<file path="config.mk">
export PLATFORM = sky130hd
export DESIGN_NAME = mem_port_arbiter_flat
export DESIGN_NICKNAME = d
export VERILOG_FILES = /design/src/rtl/mem_port_arbiter_if.sv /design/src/rtl/mem_port_arbiter.sv /design/src/flat_wrapper.sv
export SDC_FILE = /design/constraint.sdc
export NUM_CORES = 1
export LEC_CHECK = 0
export CAP_MARGIN = 10
export CELL_PAD_IN_SITES_DETAIL_PLACEMENT = 1
export CELL_PAD_IN_SITES_GLOBAL_PLACEMENT = 1
export CORE_MARGIN = 3
export CORE_UTILIZATION = 32
export CTS_BUF_LIST = sky130_fd_sc_hd__clkbuf_8
export DETAILED_ROUTE_END_ITERATION = 12
export GPL_TIMING_DRIVEN = 0
export PLACE_DENSITY_LB_ADDON = 0.1
export SLEW_MARGIN = 20
export SYNTH_ARGS = -nofsm -noshare
export SYNTH_HDL_FRONTEND = slang
export SYNTH_SLANG_ARGS = --single-unit
</file>
<file path="constraint.sdc">
create_clock -name clk -period 1.7 [get_ports clk]
set_input_delay 0.34 -clock clk [delete_from_list [all_inputs] [get_ports clk]]
set_output_delay 0.34 -clock clk [all_outputs]
set_load 0.005 [all_outputs]
</file>
<file path="src/rtl/mem_port_arbiter_if.sv">
// rtl/mem_port_arbiter_if.sv - IF/D request ports and shared memory port bundle
interface mem_port_arbiter_if #(
    parameter int ADDR_W = 32,
    parameter int DATA_W = 32
);
    // instruction-fetch side
    logic              if_req;
    logic [ADDR_W-1:0] if_addr;
    logic [DATA_W-1:0] if_rdata;
    logic              if_valid;
    logic              if_stall;

    // load/store side
    logic              d_req;
    logic              d_we;
    logic [3:0]        d_be;
    logic [ADDR_W-1:0] d_addr;
    logic [DATA_W-1:0] d_wdata;
    logic [DATA_W-1:0] d_rdata;
    logic              d_valid;
    logic              d_stall;

    // single-ported memory
    logic              m_en;
    logic              m_we;
    logic [3:0]        m_be;
    logic [ADDR_W-1:0] m_addr;
    logic [DATA_W-1:0] m_wdata;
    logic [DATA_W-1:0] m_rdata;

    // arbiter view
    modport slave (
        input  if_req, if_addr, d_req, d_we, d_be, d_addr, d_wdata, m_rdata,
        output if_rdata, if_valid, if_stall, d_rdata, d_valid, d_stall,
        output m_en, m_we, m_be, m_addr, m_wdata
    );

    // pipeline + memory view
    modport master (
        output if_req, if_addr, d_req, d_we, d_be, d_addr, d_wdata, m_rdata,
        input  if_rdata, if_valid, if_stall, d_rdata, d_valid, d_stall,
        input  m_en, m_we, m_be, m_addr, m_wdata
    );
endinterface

</file>
<file path="src/rtl/mem_port_arbiter.sv">
// rtl/mem_port_arbiter.sv - IF/D arbiter for one fixed-latency memory port (optional fairness: FAIR_ARB_EN)
module mem_port_arbiter #(
    parameter int ADDR_W     = 32,
    parameter int DATA_W     = 32,
    parameter int MEM_LAT    = 2,
    parameter int STARVE_MAX = 4
) (
    input  logic                clk,
    input  logic                reset,
    mem_port_arbiter_if.slave   bus
);
    // Out-of-range latencies fall back to the nearest legal value so the counter never wraps.
    localparam int CNT_W     = 3;
    localparam int LAT_CLAMP = (MEM_LAT < 1) ? 1 : ((MEM_LAT > 7) ? 7 : MEM_LAT);
    localparam logic [CNT_W-1:0] LAT_LOAD = CNT_W'(LAT_CLAMP);

    typedef enum logic [1:0] {
        S_IDLE = 2'd0,
        S_WAIT = 2'd1,
        S_RESP = 2'd2
    } state_t;

    typedef enum logic [1:0] {
        OWN_NONE = 2'd0,
        OWN_IF   = 2'd1,
        OWN_D    = 2'd2
    } owner_t;

    state_t            state;
    state_t            next_state;
    owner_t            owner;
    logic [CNT_W-1:0]  lat_cnt;

    logic              grant_d;
    logic              grant_if;
    logic              force_if;
    logic              cnt_done;
    logic              if_stall_c;
    logic              d_stall_c;

    logic              m_en_r;
    logic              m_we_r;
    logic [3:0]        m_be_r;
    logic [ADDR_W-1:0] m_addr_r;
    logic [DATA_W-1:0] m_wdata_r;
    logic              if_valid_r;
    logic [DATA_W-1:0] if_rdata_r;
    logic              d_valid_r;
    logic [DATA_W-1:0] d_rdata_r;

    assign cnt_done = (lat_cnt == CNT_W'(1));

`ifdef FAIR_ARB_EN
    localparam int SW = $clog2(STARVE_MAX + 1);
    logic [SW-1:0] starve_cnt;

    assign force_if = bus.if_req && (starve_cnt == SW'(STARVE_MAX));

    // Count D grants that leave a waiting fetch behind; any IF grant forgives them.
    always_ff @(posedge clk) begin
        if (reset) begin
            starve_cnt <= '0;
        end else if (grant_if) begin
            starve_cnt <= '0;
        end else if (grant_d && bus.if_req) begin
            starve_cnt <= starve_cnt + SW'(1);
        end
    end
`else
    assign force_if = 1'b0;
`endif

    // State register.
    always_ff @(posedge clk) begin
        if (reset) begin
            state <= S_IDLE;
        end else begin
            state <= next_state;
        end
    end

    // Next state: one access in flight at a time, no arbitration outside IDLE.
    always_comb begin
        next_state = state;
        case (state)
            S_IDLE: if (grant_d || grant_if) next_state = S_WAIT;
            S_WAIT: if (cnt_done)            next_state = S_RESP;
            S_RESP:                          next_state = S_IDLE;
            default:                         next_state = S_IDLE;
        endcase
    end

    // Grant decode and stalls: D (older instruction) wins unless the fetch is being starved.
    always_comb begin
        grant_d  = 1'b0;
        grant_if = 1'b0;
        if (state == S_IDLE) begin
            if (bus.d_req && !force_if) begin
                grant_d = 1'b1;
            end else if (bus.if_req) begin
                grant_if = 1'b1;
            end
        end
        if_stall_c = bus.if_req && !if_valid_r;
        d_stall_c  = bus.d_req && !d_valid_r;
    end

    // Datapath: latch the winner onto the memory port, count latency, capture and pulse the response.
    always_ff @(posedge clk) begin
        if (reset) begin
            m_en_r     <= 1'b0;
            m_we_r     <= 1'b0;
            m_be_r     <= 4'h0;
            m_addr_r   <= '0;
            m_wdata_r  <= '0;
            if_valid_r <= 1'b0;
            if_rdata_r <= '0;
            d_valid_r  <= 1'b0;
            d_rdata_r  <= '0;
            lat_cnt    <= '0;
            owner      <= OWN_NONE;
        end else begin
            m_en_r <= 1'b0;
            if (grant_d) begin
                m_en_r    <= 1'b1;
                m_we_r    <= bus.d_we;
                m_be_r    <= bus.d_be;
                m_addr_r  <= bus.d_addr;
                m_wdata_r <= bus.d_wdata;
                owner     <= OWN_D;
                lat_cnt   <= LAT_LOAD;
            end else if (grant_if) begin
                m_en_r    <= 1'b1;
                m_we_r    <= 1'b0;
                m_be_r    <= 4'hF;
                m_addr_r  <= bus.if_addr;
                m_wdata_r <= '0;
                owner     <= OWN_IF;
                lat_cnt   <= LAT_LOAD;
            end

            if (state == S_WAIT) begin
                lat_cnt <= lat_cnt - CNT_W'(1);
                if (cnt_done) begin
                    if (owner == OWN_IF) begin
                        if_rdata_r <= bus.m_rdata;
                        if_valid_r <= 1'b1;
                    end else if (owner == OWN_D) begin
                        d_rdata_r  <= m_we_r ? '0 : bus.m_rdata;
                        d_valid_r  <= 1'b1;
                    end
                end
            end

            // Response data is only visible during the valid pulse.
            if (state == S_RESP) begin
                if_valid_r <= 1'b0;
                if_rdata_r <= '0;
                d_valid_r  <= 1'b0;
                d_rdata_r  <= '0;
                owner      <= OWN_NONE;
            end
        end
    end

    assign bus.m_en     = m_en_r;
    assign bus.m_we     = m_we_r;
    assign bus.m_be     = m_be_r;
    assign bus.m_addr   = m_addr_r;
    assign bus.m_wdata  = m_wdata_r;
    assign bus.if_valid = if_valid_r;
    assign bus.if_rdata = if_rdata_r;
    assign bus.d_valid  = d_valid_r;
    assign bus.d_rdata  = d_rdata_r;
    assign bus.if_stall = if_stall_c;
    assign bus.d_stall  = d_stall_c;
endmodule

</file>
<file path="src/flat_wrapper.sv">
// flat-port wrapper written by rule: the top's interface ports become plain ports
module mem_port_arbiter_flat 
#(
    parameter int ADDR_W     = 32,
    parameter int DATA_W     = 32,
    parameter int MEM_LAT    = 2,
    parameter int STARVE_MAX = 4
)
  (clk, reset, bus_if_req, bus_if_addr, bus_d_req, bus_d_we, bus_d_be, bus_d_addr, bus_d_wdata, bus_m_rdata, bus_if_rdata, bus_if_valid, bus_if_stall, bus_d_rdata, bus_d_valid, bus_d_stall, bus_m_en, bus_m_we, bus_m_be, bus_m_addr, bus_m_wdata);
  mem_port_arbiter_if #(.ADDR_W(ADDR_W), .DATA_W(DATA_W)) bus_i ();
  input  logic clk;
  input  logic reset;
  input wire logic [$bits(bus_i.if_req)-1:0] bus_if_req;
  input wire logic [$bits(bus_i.if_addr)-1:0] bus_if_addr;
  input wire logic [$bits(bus_i.d_req)-1:0] bus_d_req;
  input wire logic [$bits(bus_i.d_we)-1:0] bus_d_we;
  input wire logic [$bits(bus_i.d_be)-1:0] bus_d_be;
  input wire logic [$bits(bus_i.d_addr)-1:0] bus_d_addr;
  input wire logic [$bits(bus_i.d_wdata)-1:0] bus_d_wdata;
  input wire logic [$bits(bus_i.m_rdata)-1:0] bus_m_rdata;
  output wire logic [$bits(bus_i.if_rdata)-1:0] bus_if_rdata;
  output wire logic [$bits(bus_i.if_valid)-1:0] bus_if_valid;
  output wire logic [$bits(bus_i.if_stall)-1:0] bus_if_stall;
  output wire logic [$bits(bus_i.d_rdata)-1:0] bus_d_rdata;
  output wire logic [$bits(bus_i.d_valid)-1:0] bus_d_valid;
  output wire logic [$bits(bus_i.d_stall)-1:0] bus_d_stall;
  output wire logic [$bits(bus_i.m_en)-1:0] bus_m_en;
  output wire logic [$bits(bus_i.m_we)-1:0] bus_m_we;
  output wire logic [$bits(bus_i.m_be)-1:0] bus_m_be;
  output wire logic [$bits(bus_i.m_addr)-1:0] bus_m_addr;
  output wire logic [$bits(bus_i.m_wdata)-1:0] bus_m_wdata;
  assign bus_i.if_req = bus_if_req;
  assign bus_i.if_addr = bus_if_addr;
  assign bus_i.d_req = bus_d_req;
  assign bus_i.d_we = bus_d_we;
  assign bus_i.d_be = bus_d_be;
  assign bus_i.d_addr = bus_d_addr;
  assign bus_i.d_wdata = bus_d_wdata;
  assign bus_i.m_rdata = bus_m_rdata;
  assign bus_if_rdata = bus_i.if_rdata;
  assign bus_if_valid = bus_i.if_valid;
  assign bus_if_stall = bus_i.if_stall;
  assign bus_d_rdata = bus_i.d_rdata;
  assign bus_d_valid = bus_i.d_valid;
  assign bus_d_stall = bus_i.d_stall;
  assign bus_m_en = bus_i.m_en;
  assign bus_m_we = bus_i.m_we;
  assign bus_m_be = bus_i.m_be;
  assign bus_m_addr = bus_i.m_addr;
  assign bus_m_wdata = bus_i.m_wdata;
  mem_port_arbiter #(.ADDR_W(ADDR_W), .DATA_W(DATA_W), .MEM_LAT(MEM_LAT), .STARVE_MAX(STARVE_MAX)) u_core (.clk(clk), .reset(reset), .bus(bus_i));
endmodule
</file>
==> impl_metrics.py <==
metrics = {
    "layout": {
        "fin_area_um2": 10200,
        "drive_gt1_share_pct": 15.4,
        "area_growth_pct": 58.8,
        "fin_util_pct": 52.0,
        "layout.nets": 1119,
        "n_antenna_cell": 0,
        "nFillCells": 2264,
    },
    "sta": {
        "finalCritPeriodShare_pct": 97.0,
        "fmax_mhz": 607,
        "relSlewSlack_pct": 54.8,
        "setup_viol": 0,
        "hold_viol_final": 0,
        "finClkSkew_ns": 0.0139,
        "slew_violations": 0,
        "worst_pin_slew_ns": 0.678,
        "rsz0062_at_grt": "no",
        "period_minus_slack_ns": 1.65,
    },
    "synthesis": {
        "seq_area_frac_synth_pct": 44.7,
        "ys.flop_type": "dfxtp_1",
        "syn_area_um2": 6400,
        "syn_nets": 822,
        "synth.area.top_cells": "dfxtp_1 (45%), mux2i_1 (10%), nand3_1 (7.8%), o221a_1 (5.3%), a21oi_1 (4.6%)",
        "synthCells": 683,
        "async_flop_share_pct": 0,
        "avgSynthCellArea_um2": 9.37,
        "ys_ff_latch": 143,
        "synth_top_area_cell": "dfxtp_1",
        "synth_edf_count": 0,
        "synth.top_cell.area_share_pct": 44.7,
        "synth.distinct_cells": 41,
        "yosysWarnings": 0,
    },
    "worst_setup_path": {
        "path_delay_family": "buffers and inverters",
        "crit_arrival_ns": 1.31,
        "crit_path_end_kind": "primary output",
        "slowest_delay_ns": 0.51,
        "cp.required_ns": 1.36,
        "critical_path_class": "flip-flop to primary output",
        "start_kind": "flip-flop",
        "critPathMaxFanout": 2,
        "crit_slowest_cell": "clkdlybuf4s50_1",
        "r2r-end": "u_core.bus.if_rdata[29]",
        "worstReg2RegStart": "u_core.lat_cnt[1]",
        "regToRegSetupSlack_ns": 0.13,
        "path_cells": "clkdlybuf4s50_1",
        "cp_num_buf_inv": 1,
        "reg2regPathDepth": 7,
    },
    "clock_network": {
        "cts_root_buffer": "clkbuf_8",
        "cts_max_path_buffers": 2,
        "numCtsBuffers": 17,
        "cts_tree": "yes",
        "clock_latency_ns": 0.46,
        "clkTransAtPathRegs_ns": 0.09,
        "ctsHtreeMaxLevel": 4,
        "clock-sinks": 143,
        "ctsHoldBuffers": 0,
    },
    "grt": {
        "grt_max_degree": 19,
        "overflow": 0,
        "first_global_vias": 6563,
        "groute.usage.overall_pct": 20.9,
        "grt_first_pass_wirelength_mm": 36.1,
        "antenna_found_initial": 0,
    },
    "worst_hold_path": {
        "hold-path-endpoint": "u_core.bus.m_wdata[15]",
        "hold_path_class": "input pin to flip-flop",
        "hold_depth": 3,
        "min-delay-start": "bus_d_wdata[15]",
    },
    "power": {
        "powerDensity_nw_per_um2": 804,
        "ir_worst_vdd_v": 0.000481,
        "leakagePower_uw": 0.00459,
    },
    "status": {
        "run_status": "finished clean",
    },
    "routing": {
        "antenna_left": 0,
        "routed_wl_mm": 23.1,
        "first_iter_violations": 232,
        "routed_via_density": 5.02,
        "vias": 6313,
        "drtPass1Iterations": 4,
        "detail_route.wl_per_cell_um": 18.4,
        "post-route-drc-count": 0,
    },
    "die": {
        "pin_count": 275,
        "start_util_pct": 32.8,
        "coreArea_um2": 19500,
        "num_rows": 51,
        "fp.dieH_um": 147,
        "die-area_um2": 21700,
        "die_w_um": 147,
    },
    "place": {
        "place.gp.congestion": 0.767,
        "hpwl_mm": 17.5,
        "io_buffers": 273,
        "placedInstanceArea_um2": 9460,
    },
    "job": {
        "maxCapViolCount": 0,
    },
}
==> cell type report <==
type	count	area [µm²]	share of cell area, %
Buffer	74	472	4.64
Clock buffer	19	262	2.57
Clock inverter	12	184	1.81
Inverter	5	18.8	0.185
Multi-Input combinational cell	460	3080	30.3
Sequential cell	143	2920	28.7
Tap cell	265	332	3.26
Timing Repair Buffer	279	2900	28.6
==> stage by stage <==
stage,TNS [ns],total power (µW),cells,hold slack [ns],setup slack [ns]
5_1_grt,0,8570,1257,0.403,0.000661
3_3_place_gp,-74.88,5180,1221,0.453,-0.798
2_1_floorplan,0,4310,683,0.463,0.293
6_report,0,8170,1257,0.426,0.0514
4_1_cts,0,8290,1253,0.403,0.000586
3_5_place_dp,-77.26,5190,1221,0.461,-0.805
==> flip-flops by register name, summed over array words and instances, names as in the netlist <==
name / cells
u_core.bus.m_wdata: 32
u_core.bus.m_addr: 32
u_core.bus.if_valid: 1
u_core.bus.m_we: 1
u_core.bus.d_rdata: 32
u_core.bus.if_rdata: 32
u_core.bus.m_be: 4
u_core.bus.m_en: 1
u_core.state: 2
u_core.bus.d_valid: 1
u_core.lat_cnt: 3
u_core.owner: 2
==> cells in the final DEF, fill, tap and decap left out, types with 10 or more instances in the layout <==
cell	netlist	layout
nand4b_1	32	32
o21ai_1	10	10
nand3_1	100	100
mux2i_1	64	64
clkbuf_2	0	15
dlygate4sd2_1	0	22
buf_4	6	11
buf_2	18	17
dfxtp_1	143	103
clkbuf_1	37	22
o21ai_0	26	26
nor2b_1	31	31
nand2_1	29	29
clkbuf_8	0	19
nor2_1	35	35
dlymetal6s2s_1	0	61
a21oi_1	59	59
clkdlybuf4s50_1	0	190
dfxtp_2	0	39
o221a_1	30	30
==> power by group <==
group | switching, µW | internal, µW
Sequential | 95.3 | 3520
Clock | 1410 | 1680
Combinational | 651 | 805
==> how the worst max path moves through the flow <==
| stage | from | end | slack, ns | depth (start not counted) |
|---|---|---|---|---|
| after global placement | reset | u_core.bus.m_be[0] | -0.80 | 5 |
| after global routing | u_core.bus.m_wdata[19] | bus_m_wdata[19] | 0.0007 | 1 |
| after CTS | u_core.bus.if_valid | bus_if_valid | 0.0006 | 1 |
| after detailed placement | reset | u_core.bus.if_rdata[14] | -0.80 | 6 |
| after floorplan | u_core.lat_cnt[1] | u_core.bus.if_rdata[20] | 0.29 | 7 |
| final | u_core.bus.if_rdata[18] | bus_if_rdata[18] | 0.05 | 1 |
==> metal layers <==
layer  part of all wire (%)  wire length, µm  track usage (%)  vias to the layer above
met3                    7.0             1620             7.11                       28
met5                      0                0                0                        -
li1                       -                -                -                     3057
met2                     49            11400             36.4                      192
met1                     42             9660             24.5                     3036
met4                    1.7              395             5.92                        0
==> cells in the mapped netlist, types with 10 or more instances <==
master	instances
dfxtp_1	143
nand3_1	100
mux2i_1	64
a21oi_1	59
clkbuf_1	37
nor2_1	35
nand4b_1	32
nor2b_1	31
o221a_1	30
nand2_1	29
o21ai_0	26
buf_2	18
o21ai_1	10
==> cell families after synthesis <==
family,synth area share [%]
simple gates,22.1
buf+inv,7.39
xor+xnor,0.137
compound gates,15.2
mux,10.0
fa+ha+maj,0.391
flops,44.7
==> what timing repair did <==
action | 4_1_cts | 5_1_grt
hold endpoints to repair | 0 | 0
gates resized for setup | 36 | 115
gates cloned | 0 | 0
setup buffers | 2 | 4
endpoints found under the setup margin | 128 | 167
pin swaps | 0 | 1
No activity file was read; power rests on OpenSTA's default activity.
==> RTL change, RTL diff (config.mk and constraints unchanged) <==
`ADDR_W` is set to 32 in 3 places; all go to 16.
--- a/src/rtl/mem_port_arbiter_if.sv
+++ b/src/rtl/mem_port_arbiter_if.sv
@@ -1,5 +1,5 @@
 // rtl/mem_port_arbiter_if.sv - IF/D request ports and shared memory port bundle
 interface mem_port_arbiter_if #(
-    parameter int ADDR_W = 32,
+    parameter int ADDR_W = 16,
     parameter int DATA_W = 32
 );
--- a/src/rtl/mem_port_arbiter.sv
+++ b/src/rtl/mem_port_arbiter.sv
@@ -1,5 +1,5 @@
 // rtl/mem_port_arbiter.sv - IF/D arbiter for one fixed-latency memory port (optional fairness: FAIR_ARB_EN)
 module mem_port_arbiter #(
-    parameter int ADDR_W     = 32,
+    parameter int ADDR_W     = 16,
     parameter int DATA_W     = 32,
     parameter int MEM_LAT    = 2,
--- a/src/flat_wrapper.sv
+++ b/src/flat_wrapper.sv
@@ -2,5 +2,5 @@
 module mem_port_arbiter_flat 
 #(
-    parameter int ADDR_W     = 32,
+    parameter int ADDR_W     = 16,
     parameter int DATA_W     = 32,
     parameter int MEM_LAT    = 2,
Ports: changed (resized bus_d_addr, bus_if_addr and bus_m_addr); port bits go from 275 to 227. The function was not compared with the original's and may differ.
==> RTL change against the unedited design <==
Setup slack got worse by 0.0073 ns; sequential cell count shrank 16; routed wire length decreased by 11%; total power shrank 14%; synthesized area is 13% lower; first-iteration DRC count fell by 13%; count of clock-buffer cells in the layout decreased by 2; cell area down 15%; critical path depth did not move.
==> RTL change: results <==
metrics = {
    "logic_synthesis": {
        "ys_warn_count": 0,
        "synth_fp_nets": 700,
        "async_flop_share_pct": 0,
        "seq_area_frac_synth_pct": 45.45,
        "synth_area_leaders": "dfxtp_1 (45%), mux2i_1 (11%), nand3_1 (8.9%)",
        "synth_cell_type_count": 38,
        "yosys-top-cells-count": "dfxtp_1 (127), nand3_1 (100), mux2i_1 (64)",
    },
    "final_layout": {
        "fill_cells": 1914,
        "nets": 946,
        "insertedDiodeCount": 0,
        "drive_above_1_share_pct": 14.67,
    },
    "global_routing": {
        "use_met1_pct": 24.03,
        "grt_pass1_wl_um": 32670,
        "grt_util_all_layers_pct": 20.93,
        "use_met2_pct": 37.59,
        "grt_use_met3_pct": 6.492,
        "grt_max_degree": 17,
        "antenna_found_initial": 0,
        "grt_pass1_vias": 6093,
    },
    "outcome": {
        "outcome": "complete, no violations",
    },
    "pwr": {
        "ir_drop_uv": 440.1,
        "power_leakage_nw": 3.506,
        "switching_share_pct": 26.58,
    },
    "placed_design": {
        "dp_hpwl_um": 15570,
        "pre_cts_ws_ns": -0.3241,
        "numPortBuffers": 223,
        "gp_congestion": 0.8165,
    },
    "detailed_routing": {
        "finalWirelength_um": 20530,
        "firstDrtPassIters": 4,
        "post_drt_via_cell_ratio": 5.136,
        "drtIter0Drc": 202,
    },
    "clocking": {
        "clock_latency_ns": 0.44,
        "cts_root_buf": "clkbuf_8",
        "cts_buffer_depth": 2,
        "cts.clk_slew.worst_paths_ns": 0.08,
        "cts_inserted_buffers": 17,
        "h-tree-depth": 4,
    },
    "sta": {
        "clock_skew_ns": 0.01278,
        "worst_slew_pin_slew_ns": 0.5396,
    },
    "worst_setup_path": {
        "cp_slowest_cell": "clkdlybuf4s50_1",
        "critPathMaxFanout": 2,
        "worstPathArrival_ns": 1.32,
        "critPathTopFamily": "buffers and inverters",
        "slowest_delay_ns": 0.52,
    },
    "worst_hold_path": {
        "hold_class": "in2reg",
    },
}
[RTL change: logic make-up (layout without fill, tap and decap cells)]
logic type	after synthesis	after routing	share of synthesized area, %
compound gates	111	111	12.30
xor+xnor	1	1	0.1566
fa+ha+maj	2	2	0.4473
buf+inv	70	329	7.918
flops	127	127	45.45
mux	64	64	11.45
simple gates	218	218	22.28
[RTL change: cell type report]
type | count | area share, %
inverter | 5 | 0.2168
tap | 220 | 3.180
clock buffer | 17 | 2.703
sequential | 127 | 29.83
multi-input combinational | 396 | 30.39
timing repair buffer | 228 | 26.84
clock inverter | 15 | 1.980
buffer | 64 | 4.856
[RTL change: power by group through the flow]
| stage | Combinational, mW | Clock, mW | Sequential, mW |
|---|---|---|---|
| 6_report | 1.13 | 2.71 | 3.18 |
| 5_1_grt | 1.23 | 2.91 | 3.20 |
| 4_1_cts | 1.14 | 2.79 | 3.18 |
| 3_5_place_dp | 1.14 | 0 | 3.25 |
| 3_3_place_gp | 1.11 | 0 | 3.24 |
| 2_1_floorplan | 0.485 | 0 | 3.24 |
[RTL change: repair_timing]
action,4_1_cts,5_1_grt
pin swaps,0,1
buffers inserted,1,4
cloned,0,0
endpoints found under the setup margin,22,80
gates resized for setup,24,53
hold endpoints to repair,0,0
[RTL change: worst paths after layout]
kind                                        startpoint                      end  slack, ns  cells past startpoint
worst max-delay path            u_core.bus.d_rdata[13]          bus_d_rdata[13]       0.04                      1
worst min-delay path                        bus_if_req     u_core.bus.m_addr[3]       0.43                      3
worst max register to register       u_core.lat_cnt[0]  u_core.bus.if_rdata[11]       0.12                      6
worst min register to register  u_core.bus.if_rdata[6]   u_core.bus.if_rdata[6]       0.47                      2
[RTL change: per-stage QoR]
step                setup TNS (ns)  instances  area, um2  total power [mW]  hold WS (ns)
floorplan                        0        593       5594             3.728        0.4628
global placement            -4.921       1036       8102             4.352        0.4538
detailed placement          -7.126       1036       8102             4.390        0.4649
CTS                              0       1068       8507             7.107        0.3932
global route                     0       1072       8657             7.337        0.4308
finish                           0       1072       8657             7.017        0.4296
[RTL change: metal layers]
metal / part of all wire [%] / up-vias
met2: 51 / 164
li1: - / 2628
met1: 42 / 2688
met4: 1.5 / 0
met5: 0 / -
met3: 5.4 / 26
